===== src/rtl/vresult_tx_pkg.sv =====
// Shared definitions for the serial result transmitter: FSM encoding,
// frame geometry and the idle level of the serial line.
package vresult_tx_pkg;

  typedef enum logic [1:0] {
    IDLE  = 2'd0,
    START = 2'd1,
    DATA  = 2'd2,
    STOP  = 2'd3
  } tx_state_t;

  localparam int   DATA_BITS   = 8;
  localparam int   FRAME_COUNT = 4;
  localparam logic TX_IDLE     = 1'b1;

endpackage


===== src/rtl/vbaud_tick.sv =====
// Bit-period timer: counts 0..CLKS_PER_BIT-1 while enabled and emits a
// one-cycle tick on the terminal count, wrapping back to zero.
// clr has priority over en and holds the count at zero.
module vbaud_tick #(
  parameter int CLKS_PER_BIT = 434
) (
  input  logic clk,
  input  logic async_nreset,
  input  logic en,
  input  logic clr,
  output logic tick
);

  localparam int            CNT_W = (CLKS_PER_BIT > 2) ? $clog2(CLKS_PER_BIT) : 1;
  localparam logic [CNT_W-1:0] TERMINAL = CNT_W'(CLKS_PER_BIT - 1);

  logic [CNT_W-1:0] cnt;

  assign tick = en && (cnt == TERMINAL);

  // Free-running period counter, cleared on request, wrapping at terminal count
  always_ff @(posedge clk or negedge async_nreset) begin
    if (!async_nreset) begin
      cnt <= '0;
    end else if (clr) begin
      cnt <= '0;
    end else if (en) begin
      cnt <= tick ? '0 : cnt + CNT_W'(1);
    end
  end

endmodule


===== src/rtl/vresult_tx.sv =====
// Serial result transmitter. On send (while idle) it snapshots a header byte
// and three counter bytes, then shifts them out as back-to-back 8N1 frames
// on tx. busy covers the whole message; done pulses once when it completes.
//
// Handshake: send is a level request sampled only when idle; there is no
// ready/ack other than busy rising on the next cycle, and requests made
// while busy are dropped, not queued.
module vresult_tx
  import vresult_tx_pkg::*;
#(
  parameter int         CLKS_PER_BIT = 434,
  parameter logic [7:0] HEADER       = 8'hA5
) (
  input  logic       clk,
  input  logic       async_nreset,
  input  logic       send,
  input  logic [7:0] counter_2,
  input  logic [7:0] counter_1,
  input  logic [7:0] counter_0,
  output logic       tx,
  output logic       busy,
  output logic       done
);

  localparam int BYTE_W = $clog2(FRAME_COUNT);
  localparam int BIT_W  = $clog2(DATA_BITS);

  tx_state_t                            state;
  logic [FRAME_COUNT-1:0][DATA_BITS-1:0] msg_buf;
  logic [BIT_W-1:0]                     bit_idx;
  logic [BYTE_W-1:0]                    byte_idx;
  logic [BIT_W-1:0]                     next_bit;
  logic                                 bit_tick;
  logic                                 baud_clr;

  // The timer is held at zero while idle so each message starts on a fresh period
  assign baud_clr = (state == IDLE);
  assign next_bit = bit_idx + BIT_W'(1);

  vbaud_tick #(
    .CLKS_PER_BIT(CLKS_PER_BIT)
  ) u_baud (
    .clk          (clk),
    .async_nreset (async_nreset),
    .en           (busy),
    .clr          (baud_clr),
    .tick         (bit_tick)
  );

  // Message FSM; tx, busy and done are all registered here
  always_ff @(posedge clk or negedge async_nreset) begin
    if (!async_nreset) begin
      state    <= IDLE;
      msg_buf  <= '0;
      bit_idx  <= '0;
      byte_idx <= '0;
      tx       <= TX_IDLE;
      busy     <= 1'b0;
      done     <= 1'b0;
    end else begin
      done <= 1'b0;
      case (state)
        IDLE: begin
          tx <= TX_IDLE;
          if (send) begin
            // Frame order on the wire: index 0 first
            msg_buf  <= {counter_0, counter_1, counter_2, HEADER};
            bit_idx  <= '0;
            byte_idx <= '0;
            tx       <= 1'b0;
            busy     <= 1'b1;
            state    <= START;
          end
        end
        START: begin
          if (bit_tick) begin
            tx    <= msg_buf[byte_idx][0];
            state <= DATA;
          end
        end
        DATA: begin
          if (bit_tick) begin
            bit_idx <= next_bit;
            if (bit_idx == BIT_W'(DATA_BITS - 1)) begin
              tx    <= 1'b1;
              state <= STOP;
            end else begin
              tx <= msg_buf[byte_idx][next_bit];
            end
          end
        end
        STOP: begin
          if (bit_tick) begin
            if (byte_idx != BYTE_W'(FRAME_COUNT - 1)) begin
              byte_idx <= byte_idx + BYTE_W'(1);
              tx       <= 1'b0;
              state    <= START;
            end else begin
              tx    <= TX_IDLE;
              busy  <= 1'b0;
              done  <= 1'b1;
              state <= IDLE;
            end
          end
        end
        default: begin
          state <= IDLE;
          tx    <= TX_IDLE;
          busy  <= 1'b0;
        end
      endcase
    end
  end

endmodule

===== config.mk =====
export PLATFORM = sky130hd
export DESIGN_NAME = vresult_tx
export DESIGN_NICKNAME = d
export VERILOG_FILES = /design/src/rtl/vresult_tx_pkg.sv /design/src/rtl/vbaud_tick.sv /design/src/rtl/vresult_tx.sv
export SDC_FILE = /design/constraint.sdc
export NUM_CORES = 1
export LEC_CHECK = 0
export CORE_MARGIN = 2
export CORE_UTILIZATION = 50
export CTS_BUF_LIST = sky130_fd_sc_hd__clkbuf_8
export CTS_CLUSTER_DIAMETER = 80
export DETAILED_ROUTE_END_ITERATION = 8
export PLACE_DENSITY_LB_ADDON = 0.2
export SETUP_SLACK_MARGIN = 0.4
export SYNTH_ARGS = -nofsm -noshare
export SYNTH_HDL_FRONTEND = slang
export SYNTH_HIERARCHICAL = 1
export SYNTH_SLANG_ARGS = --single-unit
export TNS_END_PERCENT = 5

===== constraint.sdc =====
create_clock -name clk -period 6.58 [get_ports clk]
set_input_delay 1.316 -clock clk [delete_from_list [all_inputs] [get_ports clk]]
set_output_delay 1.316 -clock clk [all_outputs]
set_load 0.02 [all_outputs]

==> impl_metrics.env <==
export IMPL_status="finished clean"
export IMPL_crit_required_ps=6750
export IMPL_finalCritPeriodShare_pct=44.5
export IMPL_clkLatencyLatePin_ps=290
export IMPL_die_y_um=72.8
export IMPL_syn_inst=207
export IMPL_rsz0062_at_grt="no"
export IMPL_end_kind="flip-flop"
export IMPL_synth_area_leader_cell="dfrtp_1"
export IMPL_p_leak_nw=1.25
export IMPL_worst_slew_pin_slew_ps=1020
export IMPL_drive_gt1_share_pct=7.20
export IMPL_area_growth_pct=16.4
export IMPL_htreeDepth=2
export IMPL_setup_tns_ps=0
export IMPL_clk_path_buf_depth=2
export IMPL_cp_data_arrival_time_ps=3110
export IMPL_n_antenna_cell=0
export IMPL_crit_type="primary input to flip-flop"
export IMPL_cts_sinks=44
export IMPL_firstDrtPassIters=4
export IMPL_die_width_um=72.8
export IMPL_synth_fp_nets=243
export IMPL_cts_buffers_inserted=5
export IMPL_cellPowerDensity_nw_per_um2=163
export IMPL_cts_root_buf="clkbuf_8"
export IMPL_syn_avg_cell_area_um2=11.4
export IMPL_coreArea_um2=4630
export IMPL_ys_types=47
export IMPL_multi_input_area_um2=1180
export IMPL_post_cts_buffers=0
export IMPL_cts_tree="yes"
export IMPL_fin_crit_ps=2930
export IMPL_synth_area_leaders="dfrtp_1 46%, mux2_1 12%, ha_1 4.8%"
export IMPL_worst_hold_slack_ps=491
export IMPL_critPathMaxFanout=26
export IMPL_ioPinCount=30
export IMPL_ys_flop_type="dfrtp_1"
export IMPL_drtIter0Drc=76
export IMPL_yosysWarningCount=6
export IMPL_cts_resized_gates=0
export IMPL_grt_overflow=0
export IMPL_slew_violations=0
export IMPL_final_cell_area_um2=2750
export IMPL_path_cells="clkdlybuf4s50_1 -> nand2_1 -> mux2_1"
export IMPL_finalHoldViolations=0
export IMPL_dp_hpwl_mm=2.94
export IMPL_utilization_pct=59.4
export IMPL_register_area_um2=1100
export IMPL_maxCapViolations=0
export IMPL_drcViolationCount=0
export IMPL_clock_skew_ps=3.06
export IMPL_yosys_register_bits=44
export IMPL_dr_total_vias=1629
export IMPL_finalNetCount=272
export IMPL_grt_first_pass_wirelength_mm=7.58
export IMPL_slowest_stage="nand2_1"
export IMPL_grt_start_max_net_pins=45
export IMPL_synth_top_area_share_pct=45.5
export IMPL_clk_pin_slew_worst_paths_ps=80
export IMPL_placementRows=25
export IMPL_postCtsHoldBufs=0
export IMPL_max_stage_delay_ps=630
export IMPL_peakVddDrop_mv=0.111
export IMPL_dpl_instance_area_um2=2670
export IMPL_grt_pass1_vias=1670
export IMPL_port_buffers=29
export IMPL_slew_headroom_pct=31.6
export IMPL_fillCellCount=408
export IMPL_via_per_inst=5.62
export IMPL_hp_class="flip-flop to flip-flop"
export IMPL_antenna_found_initial=0
export IMPL_postRouteAntennaNets=0
export IMPL_ys_seq_area_share_pct=46.6
export IMPL_finalSetupViolCount=0
export IMPL_wl_mm=4.11
export IMPL_async_flop_share_pct=100
export IMPL_gp_congestion=0.735
export IMPL_fmax_mhz=341
export IMPL_synth_edf_count=0
export IMPL_die_area_um2=5290
export IMPL_initial_core_util_pct=51.1
export IMPL_globalRouteTotalUtil_pct=18.4
export IMPL_wl_per_cell_um=14.2
export IMPL_start_kind="primary input"
export IMPL_synthesis_area_um2=2360
==> placed cells by master, fill, tap and decap left out, types with 3 or more instances in the layout <==
| master | synthesis | layout |
|---|---|---|
| a22o_1 | 5 | 5 |
| o31ai_1 | 4 | 4 |
| nand3_1 | 6 | 6 |
| nand3b_1 | 3 | 3 |
| nand2_1 | 14 | 14 |
| nor2b_1 | 3 | 3 |
| nand2b_1 | 5 | 5 |
| mux2_1 | 25 | 25 |
| a31oi_1 | 4 | 4 |
| inv_1 | 8 | 9 |
| clkbuf_8 | 0 | 5 |
| nor2_1 | 8 | 8 |
| clkdlybuf4s50_1 | 0 | 28 |
| dfrtp_1 | 43 | 43 |
| ha_1 | 9 | 9 |
| mux2i_1 | 10 | 10 |
| a21oi_1 | 8 | 8 |
| or3_1 | 4 | 4 |
| o21a_1 | 3 | 3 |
| o21ai_0 | 7 | 7 |
==> where the power goes <==
part,internal (mW),switching [mW],total [mW],leakage [nW]
Clock,0.0707,0.0877,0.158,0.0452
Sequential,0.270,0,0.270,0.581
Combinational,0.0133,0.00716,0.0204,0.622
==> path summary, 6_finish.rpt <==
check / startpoint / endpoint / slack (ps) / depth (start not counted)
worst min register to register: msg_buf[9]$_DFFE_PN0P_ / msg_buf[9]$_DFFE_PN0P_ / 490 / 1
max in group asynchronous: async_nreset / msg_buf[14]$_DFFE_PN0P_ / 4810 / 1
worst min-delay path: msg_buf[9]$_DFFE_PN0P_ / msg_buf[9]$_DFFE_PN0P_ / 490 / 1
worst max-delay path: send / msg_buf[27]$_DFFE_PN0P_ / 3650 / 3
min in group asynchronous: async_nreset / u_baud/cnt[8]$_DFFE_PN0P_ / 1170 / 1
worst max register to register: state[0]$_DFFE_PN0P_ / msg_buf[27]$_DFFE_PN0P_ / 4080 / 4
==> Yosys cell counts (4+ instances only) <==
library cell and n:
a21oi_1 8, a22o_1 5, a31oi_1 4, buf_2 4
dfrtp_1 43, ha_1 9, inv_1 8, mux2_1 25
mux2i_1 10, nand2_1 14, nand2b_1 5, nand3_1 6
nor2_1 8, o21ai_0 7, o31ai_1 4, or3_1 4
==> critical path, delay by kind of cell <==
kind                   cells  cell delay (ps)
multiplexers               1              560
buffers and inverters      1              580
AND/OR/NAND/NOR            1              630
==> metal layers <==
metal / vias to the layer above / global-route usage (%) / wire [um] / share of wire, %
met1: 786 / 24.3 / 1970 / 48
li1: 819 / - / - / -
met5: - / 0 / 0 / 0
met2: 20 / 30.6 / 2000 / 49
met3: 4 / 4.14 / 102 / 2.5
met4: 0 / 4.94 / 42 / 1.0
==> area by class of cell <==
type                       instances  share of cell area, %
clock buffer                       5                   2.50
clock inverter                     2                  0.318
inverter                          10                   1.36
multi-input combinational        146                   42.9
sequential                        44                   40.1
tap                               54                   2.46
timing repair buffer              29                   10.4
==> metrics by stage <==
step	power, mW	std cells	setup WS [ps]
CTS	0.455	290	3590
floorplan	0.276	207	4370
global placement	0.296	283	3300
global route	0.470	290	3520
finish	0.449	290	3650
detailed placement	0.297	283	3280
==> registers in the layout, summed over array words and instances, names as in the netlist <==
| name | flops |
|---|---|
| done | 1 |
| msg_buf | 25 |
| tx | 1 |
| byte_idx | 2 |
| state | 2 |
| bit_idx | 3 |
| u_baud/cnt | 9 |
| busy | 1 |
==> cell families after synthesis <==
logic type | after synthesis | synth area share [%]
AO/OA/AOI/OAI | 46 | 14.6
XOR/XNOR | 2 | 0.741
adder cells (fa/ha/maj) | 9 | 4.76
buffers and inverters | 17 | 3.39
flip-flops | 44 | 46.6
multiplexers | 37 | 18.2
AND/OR/NAND/NOR | 52 | 11.7
Note: power is estimated with default switching activity, not from simulation.
